--- config.mk ---
export PLATFORM = sky130hd
export DESIGN_NAME = program_dump_tx_flat
export DESIGN_NICKNAME = d
export VERILOG_FILES = /design/src/rtl/program_dump_tx_pkg.sv /design/src/rtl/program_dump_tx_if.sv /design/src/rtl/program_dump_tx_uart_tx_serializer.sv /design/src/rtl/program_dump_tx.sv /design/src/flat_wrapper.sv
export SDC_FILE = /design/constraint.sdc
export NUM_CORES = 1
export LEC_CHECK = 0
export CORE_ASPECT_RATIO = 1.5
export CORE_MARGIN = 4
export CORE_UTILIZATION = 30
export CTS_CLUSTER_DIAMETER = 150
export CTS_CLUSTER_SIZE = 40
export DETAILED_ROUTE_END_ITERATION = 8
export SETUP_SLACK_MARGIN = 0.1
export SYNTH_ARGS = -nofsm -noshare
export SYNTH_HDL_FRONTEND = slang
export SYNTH_HIERARCHICAL = 1
export SYNTH_SLANG_ARGS = --single-unit
--- constraint.sdc ---
create_clock -name clk_i -period 2.6 [get_ports clk_i]
set_input_delay 0.26 -clock clk_i [delete_from_list [all_inputs] [get_ports clk_i]]
set_output_delay 0.26 -clock clk_i [all_outputs]
set_load 0.05 [all_outputs]
--- src/rtl/program_dump_tx_pkg.sv ---
`default_nettype none
// ============================================================================
// Module      : program_dump_tx_pkg
// Description : Shared constants and state types for the program dump path.
// Revision    : 1.0 - initial release
// ============================================================================
package program_dump_tx_pkg;

    localparam int   c_DATA_BITS  = 8;
    localparam logic c_UART_IDLE  = 1'b1;
    localparam logic c_UART_START = 1'b0;
    localparam logic c_UART_STOP  = 1'b1;

    typedef enum logic [2:0] {
        IDLE  = 3'd0,
        LOAD  = 3'd1,
        START = 3'd2,
        DATA  = 3'd3,
        STOP  = 3'd4
    } dump_state_t;

    typedef enum logic [1:0] {
        SEQ_IDLE = 2'd0,
        SEQ_LOAD = 2'd1,
        SEQ_SEND = 2'd2
    } seq_state_t;

endpackage
`default_nettype wire

--- src/rtl/program_dump_tx_if.sv ---
`default_nettype none
// ============================================================================
// Module      : program_dump_tx_if
// Description : Dump request, program-memory read port and UART status bundle.
// Revision    : 1.0 - initial release
// ============================================================================
interface program_dump_tx_if #(
    parameter int ADDR_W = 4,
    parameter int WORD_W = 7
);
    logic              dump_start_i;
    logic [ADDR_W-1:0] mem_addr_o;
    logic [WORD_W-1:0] mem_data_i;
    logic              tx_o;
    logic              busy_o;
    logic              done_o;

    modport master (
        input  dump_start_i, mem_data_i,
        output mem_addr_o, tx_o, busy_o, done_o
    );

    modport slave (
        output dump_start_i, mem_data_i,
        input  mem_addr_o, tx_o, busy_o, done_o
    );
endinterface
`default_nettype wire

--- src/rtl/program_dump_tx_uart_tx_serializer.sv ---
`default_nettype none
// ============================================================================
// Module      : program_dump_tx_uart_tx_serializer
// Description : 8N1 UART byte transmitter with valid/ready byte intake.
// Revision    : 1.0 - initial release
// ============================================================================
module program_dump_tx_uart_tx_serializer
    import program_dump_tx_pkg::*;
#(
    parameter int CLKS_PER_BIT = 1042
) (
    input  wire logic                   clk,
    input  wire logic                   rst,
    input  wire logic [c_DATA_BITS-1:0] i_byte,
    input  wire logic                   i_valid,
    output logic                        o_ready,
    output logic                        o_last,
    output logic                        o_tx
);
    localparam int c_BAUD_W = (CLKS_PER_BIT > 1) ? $clog2(CLKS_PER_BIT) : 1;
    localparam int c_IDX_W  = $clog2(c_DATA_BITS);
    localparam logic [c_BAUD_W-1:0] c_BAUD_LAST = c_BAUD_W'(CLKS_PER_BIT - 1);
    localparam logic [c_IDX_W-1:0]  c_IDX_LAST  = c_IDX_W'(c_DATA_BITS - 1);

    dump_state_t            r_state,   w_state_nxt;
    logic [c_BAUD_W-1:0]    r_baud,    w_baud_nxt;
    logic [c_IDX_W-1:0]     r_bit_idx, w_bit_idx_nxt;
    logic [c_DATA_BITS-1:0] r_shift,   w_shift_nxt;
    logic                   r_tx,      w_tx_nxt;
    logic                   w_baud_last;

    assign w_baud_last = (r_baud == c_BAUD_LAST);

    always_comb begin
        w_state_nxt   = r_state;
        w_baud_nxt    = w_baud_last ? '0 : r_baud + 1'b1;
        w_bit_idx_nxt = r_bit_idx;
        w_shift_nxt   = r_shift;
        case (r_state)
            IDLE: begin
                w_baud_nxt = '0;
                if (i_valid) begin
                    w_shift_nxt = i_byte;
                    w_state_nxt = START;
                end
            end
            START: if (w_baud_last) begin
                w_state_nxt   = DATA;
                w_bit_idx_nxt = '0;
            end
            DATA: if (w_baud_last) begin
                if (r_bit_idx == c_IDX_LAST) w_state_nxt = STOP;
                else                         w_bit_idx_nxt = r_bit_idx + 1'b1;
            end
            STOP: if (w_baud_last) w_state_nxt = IDLE;
            default: w_state_nxt = IDLE;
        endcase
        // Line level is decoded from the next state so o_tx stays a flop output.
        case (w_state_nxt)
            START:   w_tx_nxt = c_UART_START;
            DATA:    w_tx_nxt = w_shift_nxt[w_bit_idx_nxt];
            STOP:    w_tx_nxt = c_UART_STOP;
            default: w_tx_nxt = c_UART_IDLE;
        endcase
    end

    always_ff @(posedge clk or posedge rst) begin
        if (rst) begin
            r_state   <= IDLE;
            r_baud    <= '0;
            r_bit_idx <= '0;
            r_shift   <= '0;
            r_tx      <= c_UART_IDLE;
        end else begin
            r_state   <= w_state_nxt;
            r_baud    <= w_baud_nxt;
            r_bit_idx <= w_bit_idx_nxt;
            r_shift   <= w_shift_nxt;
            r_tx      <= w_tx_nxt;
        end
    end

    assign o_ready = (r_state == IDLE);
    assign o_last  = (r_state == STOP) && w_baud_last;
    assign o_tx    = r_tx;

endmodule
`default_nettype wire

--- src/rtl/program_dump_tx.sv ---
`default_nettype none
// ============================================================================
// Module      : program_dump_tx
// Description : Walks program memory from address 0 and sends each word as UART.
// Revision    : 1.0 - initial release
// ============================================================================
module program_dump_tx
    import program_dump_tx_pkg::*;
#(
    parameter int CLKS_PER_BIT         = 1042,
    parameter int OPERATION_CODE_WIDTH = 3,
    parameter int REGISTER_WIDTH       = 4,
    parameter int MEMORY_ADDRESS_WIDTH = 4,
    parameter int MEMORY_REGISTERS     = 16
) (
    input  wire logic          clk_i,
    input  wire logic          reset_i,
    program_dump_tx_if.master  bus
);
    localparam int c_WORD_W = OPERATION_CODE_WIDTH + REGISTER_WIDTH;
    localparam logic [MEMORY_ADDRESS_WIDTH-1:0] c_ADDR_LAST =
        MEMORY_ADDRESS_WIDTH'(MEMORY_REGISTERS - 1);

    seq_state_t                      r_state, w_state_nxt;
    logic [MEMORY_ADDRESS_WIDTH-1:0] r_addr,  w_addr_nxt;
    logic                            r_busy,  w_busy_nxt;
    logic                            r_done,  w_done_nxt;
    logic [c_WORD_W-1:0]             w_word;
    logic [c_DATA_BITS-1:0]          w_byte;
    logic                            w_valid;
    logic                            w_ready;
    logic                            w_last;
    logic                            w_tx;

    assign w_word  = bus.mem_data_i;
    assign w_byte  = c_DATA_BITS'(w_word);
    assign w_valid = (r_state == SEQ_LOAD);

    always_comb begin
        w_state_nxt = r_state;
        w_addr_nxt  = r_addr;
        w_busy_nxt  = r_busy;
        w_done_nxt  = 1'b0;
        case (r_state)
            // A request arriving alongside the done pulse belongs to the old dump.
            SEQ_IDLE: if (bus.dump_start_i && !r_done) begin
                w_addr_nxt  = '0;
                w_busy_nxt  = 1'b1;
                w_state_nxt = SEQ_LOAD;
            end
            SEQ_LOAD: if (w_ready) w_state_nxt = SEQ_SEND;
            SEQ_SEND: if (w_last) begin
                if (r_addr == c_ADDR_LAST) begin
                    w_done_nxt  = 1'b1;
                    w_busy_nxt  = 1'b0;
                    w_addr_nxt  = '0;
                    w_state_nxt = SEQ_IDLE;
                end else begin
                    w_addr_nxt  = r_addr + 1'b1;
                    w_state_nxt = SEQ_LOAD;
                end
            end
            default: w_state_nxt = SEQ_IDLE;
        endcase
    end

    always_ff @(posedge clk_i or posedge reset_i) begin
        if (reset_i) begin
            r_state <= SEQ_IDLE;
            r_addr  <= '0;
            r_busy  <= 1'b0;
            r_done  <= 1'b0;
        end else begin
            r_state <= w_state_nxt;
            r_addr  <= w_addr_nxt;
            r_busy  <= w_busy_nxt;
            r_done  <= w_done_nxt;
        end
    end

    program_dump_tx_uart_tx_serializer #(
        .CLKS_PER_BIT (CLKS_PER_BIT)
    ) u_serializer (
        .clk     (clk_i),
        .rst     (reset_i),
        .i_byte  (w_byte),
        .i_valid (w_valid),
        .o_ready (w_ready),
        .o_last  (w_last),
        .o_tx    (w_tx)
    );

    assign bus.mem_addr_o = r_addr;
    assign bus.busy_o     = r_busy;
    assign bus.done_o     = r_done;
    assign bus.tx_o       = w_tx;

endmodule
`default_nettype wire

--- src/flat_wrapper.sv ---
// flat-port wrapper written by rule: the top's interface ports become plain ports
module program_dump_tx_flat import program_dump_tx_pkg::*;
#(
    parameter int CLKS_PER_BIT         = 1042,
    parameter int OPERATION_CODE_WIDTH = 3,
    parameter int REGISTER_WIDTH       = 4,
    parameter int MEMORY_ADDRESS_WIDTH = 4,
    parameter int MEMORY_REGISTERS     = 16
)
  (clk_i, reset_i, bus_dump_start_i, bus_mem_data_i, bus_mem_addr_o, bus_tx_o, bus_busy_o, bus_done_o);
  program_dump_tx_if #(.ADDR_W(4), .WORD_W(7)) bus_i ();
  input  wire logic clk_i;
  input  wire logic reset_i;
  input wire logic [$bits(bus_i.dump_start_i)-1:0] bus_dump_start_i;
  input wire logic [$bits(bus_i.mem_data_i)-1:0] bus_mem_data_i;
  output wire logic [$bits(bus_i.mem_addr_o)-1:0] bus_mem_addr_o;
  output wire logic [$bits(bus_i.tx_o)-1:0] bus_tx_o;
  output wire logic [$bits(bus_i.busy_o)-1:0] bus_busy_o;
  output wire logic [$bits(bus_i.done_o)-1:0] bus_done_o;
  assign bus_i.dump_start_i = bus_dump_start_i;
  assign bus_i.mem_data_i = bus_mem_data_i;
  assign bus_mem_addr_o = bus_i.mem_addr_o;
  assign bus_tx_o = bus_i.tx_o;
  assign bus_busy_o = bus_i.busy_o;
  assign bus_done_o = bus_i.done_o;
  program_dump_tx #(.CLKS_PER_BIT(CLKS_PER_BIT), .OPERATION_CODE_WIDTH(OPERATION_CODE_WIDTH), .REGISTER_WIDTH(REGISTER_WIDTH), .MEMORY_ADDRESS_WIDTH(MEMORY_ADDRESS_WIDTH), .MEMORY_REGISTERS(MEMORY_REGISTERS)) u_core (.clk_i(clk_i), .reset_i(reset_i), .bus(bus_i));
endmodule
==> flow_summary.ini, run 1 <==
[drt]
drc = 0
ant_nets = 0
viasPerCell = 4.86
vias = 1307
wl_per_cell_microns = 13.2
drtIter0Drc = 30
firstDrtPassIters = 4
routed_wl_microns = 3560

[cts]
cts_tree = yes
numCtsBuffers = 5
cts.sinks = 34
cts_resized = 0
cts_hold_buf = 0
root_buffer = clkbuf_8
cts_buffer_depth = 2
clk_pin_slew_worst_paths_ps = 70
clk_latency_ps = 280
cts_setup_buffers = 0
h-tree-depth = 2

[final_layout]
layout-drive-gt1-share_pct = 19.3
area_delta_synth_final_pct = 21.6
multiInputGateArea_sq_um = 890
diodes = 0
stdcell_count = 269
finalNetCount = 210
n_fill_cell = 587
regArea_sq_um = 852

[die]
rows = 34
initial_core_util_pct = 30.8
die_w_microns = 71.0
die_area_sq_um = 7270
pin_count = 17
fp.dieH_microns = 102
coreArea_sq_um = 5790

[place]
hpwl_microns = 2700
portBuffers = 16
dpl.cell_count = 261
gp_congestion = 0.818

[timing]
setup_viol = 0
rsz0062_at_grt = no
hold_viol = 0
fmax_mhz = 427
report.final.slew_viol_count = 0
finalClockSkew_ps = 5.90
fin_crit_sh_pct = 90.1
totalNegativeSetupSlack_ps = 0
min_period_ps = 2340

[power_and_ir_drop]
p_int_uw = 843
seqPwrFrac_pct = 51.2
power_density_nw_per_um2 = 483
combPwrFrac_pct = 3.8
sw_frac_of_total_pct = 19.6
p_leak_uw = 0.000926
p_sw_uw = 206
pwr-share-clk_pct = 45.1
ir_drop_mv = 0.215

[synth]
synth_ff_type = dfrtp_1
avgSynthCellArea_sq_um = 10.5
yosysSeqAreaShare_pct = 47.8
synth-edff-count = 0
synth.distinct_cells = 46
ys_seq_elements = 34
postSynthCellCount = 170
yosysWarnings = 6
ys_async_sr_fraction_pct = 100
synth_nets = 184
netlist_area_sq_um = 1780

[worst_setup_path]
r2r_start = u_core/u_serializer/r_baud[6]
worstSetupPathType = flop to flop
crit_arrival_ps = 2540
cp.required_ps = 2800
r2r-end = u_core/u_serializer/o_tx
critPathMaxFanout = 6
critPathCaptureType = flop
ff2ff_path_depth = 6
r2r_slack_ps = 260
start_kind = flop

[run_status]
outcome = finished, final reports clean

[min_path]
min_path_type = input pin to asynchronous set/reset pin

[global_route]
top_usage_layer = met2
grt.overflow.total = 0
grt_usage_pct = 11.1
grt_max_degree = 27
grt_pass1_wl_microns = 6330
use_met1_pct = 11.9
grt_use_met2_pct = 20.2
grtUsageMet3_pct = 2.46
antenna_found_initial = 0
grt_pass1_vias = 1370

[run]
maxCapViolations = 0
==> layer usage <==
layer	vias up	wire length (microns)
met2	25	1920
met3	7	122
met5	-	0
met1	631	1420
li1	644	-
met4	0	102
==> sequential cells by signal (all words and copies together), names as in the netlist <==
name / count
u_core/u_serializer/r_baud: 11
u_core/u_serializer/r_shift: 8
u_core/bus.busy_o: 1
u_core/r_state: 2
u_core/u_serializer/r_bit_idx: 3
u_core/bus.done_o: 1
u_core/u_serializer/r_state: 3
u_core/bus.mem_addr_o: 4
u_core/u_serializer/o_tx: 1
==> per-stage QoR <==
step | total power, uW | setup slack, ps | hold WS [ps] | util [%] | area (sq um)
floorplan | 566 | 374 | 75.7 | - | 1780
global placement | 586 | 284 | 473 | 35.7 | 2060
detailed placement | 587 | 258 | 484 | 35.7 | 2060
CTS | 1060 | 241 | 266 | 37.5 | 2170
global route | 1090 | 116 | 308 | 37.5 | 2170
finish | 1050 | 257 | 257 | 37.5 | 2170
==> synthesized netlist by cell type, types with 2 or more instances <==
| library cell | number | area, sq um |
|---|---|---|
| dfrtp_1 | 33 | 826 |
| nor2_1 | 20 | 75.1 |
| nand2_1 | 12 | 45.0 |
| mux2_2 | 10 | 113 |
| nand3_1 | 10 | 50.1 |
| inv_1 | 7 | 26.3 |
| o21ai_0 | 7 | 35.0 |
| xor2_1 | 6 | 52.6 |
| a21oi_1 | 5 | 25.0 |
| and2_1 | 4 | 25.0 |
| ha_1 | 4 | 50.1 |
| nor3_1 | 4 | 20.0 |
| o22ai_1 | 4 | 25.0 |
| nand2b_1 | 3 | 18.8 |
| xnor2_1 | 3 | 26.3 |
| and2b_2 | 2 | 17.5 |
| inv_2 | 2 | 7.51 |
| mux2_1 | 2 | 22.5 |
| nor2b_1 | 2 | 12.5 |
| or2_2 | 2 | 12.5 |
| or3_1 | 2 | 12.5 |
| or4b_4 | 2 | 27.5 |
==> cells in the final DEF (no fill, tap or decap), types with 5 or more instances in the layout <==
master,count
buf_4,5
inv_1,7
nor2_1,20
mux2_2,10
xor2_1,6
nand3_1,10
dfrtp_1,33
clkbuf_8,5
o21ai_0,7
clkdlybuf4s50_1,16
a21oi_1,5
nand2_1,12
==> how the worst max path moves through the flow <==
stage / startpoint / to / slack [ps] / cells past startpoint
5_1_grt: u_core/u_serializer/r_baud[1] / u_core/u_serializer/o_tx / 120 / 8
4_1_cts: u_core/u_serializer/r_baud[1] / u_core/u_serializer/o_tx / 240 / 8
3_5_place_dp: u_core/u_serializer/r_baud[1] / u_core/u_serializer/o_tx / 260 / 8
3_3_place_gp: u_core/u_serializer/r_baud[6] / u_core/u_serializer/o_tx / 280 / 6
2_1_floorplan: u_core/u_serializer/r_baud[6] / u_core/u_serializer/o_tx / 370 / 6
6_report: u_core/u_serializer/r_baud[6] / u_core/u_serializer/o_tx / 260 / 6
==> layout make-up <==
type | count | share of cell area (%)
clock buffers | 7 | 3.52
clock inverters | 1 | 1.38
inverters | 9 | 1.56
multi-input cells | 125 | 41.0
flip-flops and latches | 34 | 39.3
well taps | 72 | 4.15
repair buffers | 21 | 9.11
==> kinds of logic (layout without fill, tap and decap cells) <==
group	Yosys count	count (layout)	share of synthesized area, %
and+or+nand+nor	73	73	22.7
DFF	34	34	47.8
AOI/OAI and AO/OA	24	24	10.8
muxes	14	14	8.98
buffers and inverters	11	38	2.38
xor gates and xnor gates	9	9	4.42
adders and majority gates	4	4	2.81
other	1	1	0.210
==> worst max-delay path: stages, from the launching register on <==
cell,delay (ps)
dfrtp_1,430
or4b_4,590
nor4_2,420
a21oi_1,160
or3_1,380
o22ai_1,180
o41ai_2,100
==> power groups by stage <==
stage	Combinational [uW]	Sequential, uW	Clock [uW]
2_1_floorplan	19.7	546	0
3_3_place_gp	40.2	546	0
3_5_place_dp	40.7	546	0
4_1_cts	40.8	536	481
5_1_grt	45.2	537	504
6_report	39.4	537	473
Power figures use the tool's default switching activity.
==> inputs of run 2 (changes only) <==
Settings changed: CORE_MARGIN 4 to default, SKIP_LAST_GASP from default to 1.
==> run 2 against run 1 <==
Worst setup slack worse by 62 ps. Final area down 0.98%. First-iteration DRC count down 50%. Critical path type unchanged. Largest power group unchanged. Power down 10%. Via count down 1.2%. Sequential power about the same. Non-clock buffer count unchanged. Clock power down 23%. Routed wire length down 2.8%. Fmax down 2.6%. Final cell count down 0.37%. Count of clock-buffer cells in the layout unchanged.
==> flow_summary.ini, run 2 (synthesis results as in run 1) <==
[global_route]
grt_usage_pct = 12.7
top_usage_layer = met2
grtUsageMet3_pct = 2.82
grt_use_met2_pct = 23.1
grt_max_degree = 19
use_met1_pct = 13.5
antenna_found_initial = 0
grt_pass1_vias = 1303
grt_pass1_wl_microns = 5900
grt.overflow.total = 0

[final_layout]
finalNetCount = 210
stdcell_count = 268
mostFrequentLayoutCells = 33 x dfrtp_1, 20 x nor2_1, 16 x clkdlybuf4s50_1, 12 x nand2_1
final_common_cell = dfrtp_1
final_core_util_pct = 37.1
n_fill_cell = 610
area_delta_synth_final_pct = 20.4
largest_reg_flops = 11
max_flop_register = u_core/u_serializer/r_baud
layout-drive-gt1-share_pct = 18.9
diodes = 0

[worst_setup_path]
crit_slowest_cell = or4b_4
cp.required_ps = 2780
cpPeakStageDelay_ps = 600
critPathMaxFanout = 6
worstSetupPathType = flop to flop
crit_chain = or4b_4 -> o41ai_4 -> o211ai_4 -> mux2_1 -> and3b_1 -> o41ai_2
critPathCaptureType = flop
critPathBufInv = 0
crit_arrival_ps = 2580
crit_family = compound AO/OA/AOI/OAI gates
start_kind = flop

[timing]
setup_viol = 0
fmax_mhz = 416
totalNegativeSetupSlack_ps = 0
report.final.slew_viol_count = 0
whs_ps = 269
finalClockSkew_ps = 3.94
fin_crit_sh_pct = 92.5
min_period_ps = 2400
rsz0062_at_grt = no
hold_viol = 0

[run]
maxCapViolations = 0

[power_and_ir_drop]
p_sw_uw = 198
sw_frac_of_total_pct = 21.1
pwr-share-clk_pct = 38.6
p_int_uw = 741
seqPwrFrac_pct = 57.2
p_leak_uw = 0.000914
ir_drop_mv = 0.172
power_density_nw_per_um2 = 437
combPwrFrac_pct = 4.2

[cts]
cts_buffer_depth = 2
cts_hold_buf = 0
h-tree-depth = 2
cts_tree = yes
cts.sinks = 34
numCtsBuffers = 5
clk_latency_ps = 280
clk_pin_slew_worst_paths_ps = 70
root_buffer = clkbuf_8

[place]
dpl.cell_count = 259
gp_congestion = 0.783
hpwl_microns = 2600
portBuffers = 16

[die]
die_area_sq_um = 6270
rows = 34
coreArea_sq_um = 5790
initial_core_util_pct = 30.8
pin_count = 17
die_w_microns = 65.0
fp.dieH_microns = 96.5

[drt]
firstDrtPassIters = 4
routed_wl_microns = 3460
ant_nets = 0
drc = 0
wl_per_cell_microns = 12.9
drtIter0Drc = 15
viasPerCell = 4.82
vias = 1291

[min_path]
min_path_type = input pin to asynchronous set/reset pin

[run_status]
outcome = finished, final reports clean
run 2: changes by cell type in the layout (fill, tap and decap cells not counted):
cell,before,now
bufinv_16,1,0
nor4_2,1,0
nor4_4,0,1
run 2: cell type report:
cell class / instances / area, sq um / area share (%)
clock buffer: 7 / 76.3 / 3.55
tap: 72 / 90.1 / 4.19
multi-input combinational: 125 / 898 / 41.8
timing repair buffer: 21 / 198 / 9.20
sequential: 34 / 852 / 39.7
inverter: 9 / 33.8 / 1.57
run 2: power by group through the flow:
stage	clock network (uW)	registers [uW]	logic, uW
2_1_floorplan	0	546	19.7
3_3_place_gp	0	546	40.9
3_5_place_dp	0	546	41.1
4_1_cts	373	537	41.4
5_1_grt	398	537	44.8
6_report	363	537	39.5
run 2: stage by stage:
step,power (uW),area (sq um),worst slack (ps)
6_report,939,2150,196
3_5_place_dp,588,2050,214
5_1_grt,979,2150,79.1
2_1_floorplan,566,1780,374
4_1_cts,951,2120,199
3_3_place_gp,587,2050,289
run 2: path summary, 6_finish.rpt:
check,start,depth (start not counted),slack [ps],endpoint
worst max-delay path,u_core/u_serializer/r_baud[6],6,200,u_core/u_serializer/o_tx
worst min-delay path,reset_i,2,270,u_core/bus.done_o
worst max register to register,u_core/u_serializer/r_baud[6],6,200,u_core/u_serializer/o_tx
worst min register to register,u_core/u_serializer/r_shift[2],1,500,u_core/u_serializer/r_shift[2]
max in group asynchronous,reset_i,3,1680,u_core/u_serializer/o_tx
min in group clk_i,u_core/u_serializer/r_shift[2],1,500,u_core/u_serializer/r_shift[2]
run 2: what timing repair did:
item,4_1_cts,5_1_grt
setup endpoints to repair,0,1
setup buffers,0,2
resized for setup,0,1
run 2: metal layers:
layer | up-vias | wire (microns)
met1 | 627 | 1410
met2 | 15 | 1890
met4 | 0 | 82
met5 | - | 0
li1 | 643 | -
met3 | 6 | 72
run 2: worst register-to-register path, stage by stage (launching register included):
cell      delay (ps)
dfrtp_1          430
or4b_4           600
o41ai_4          430
o211ai_4         160
mux2_1           220
and3b_1          180
o41ai_2          290
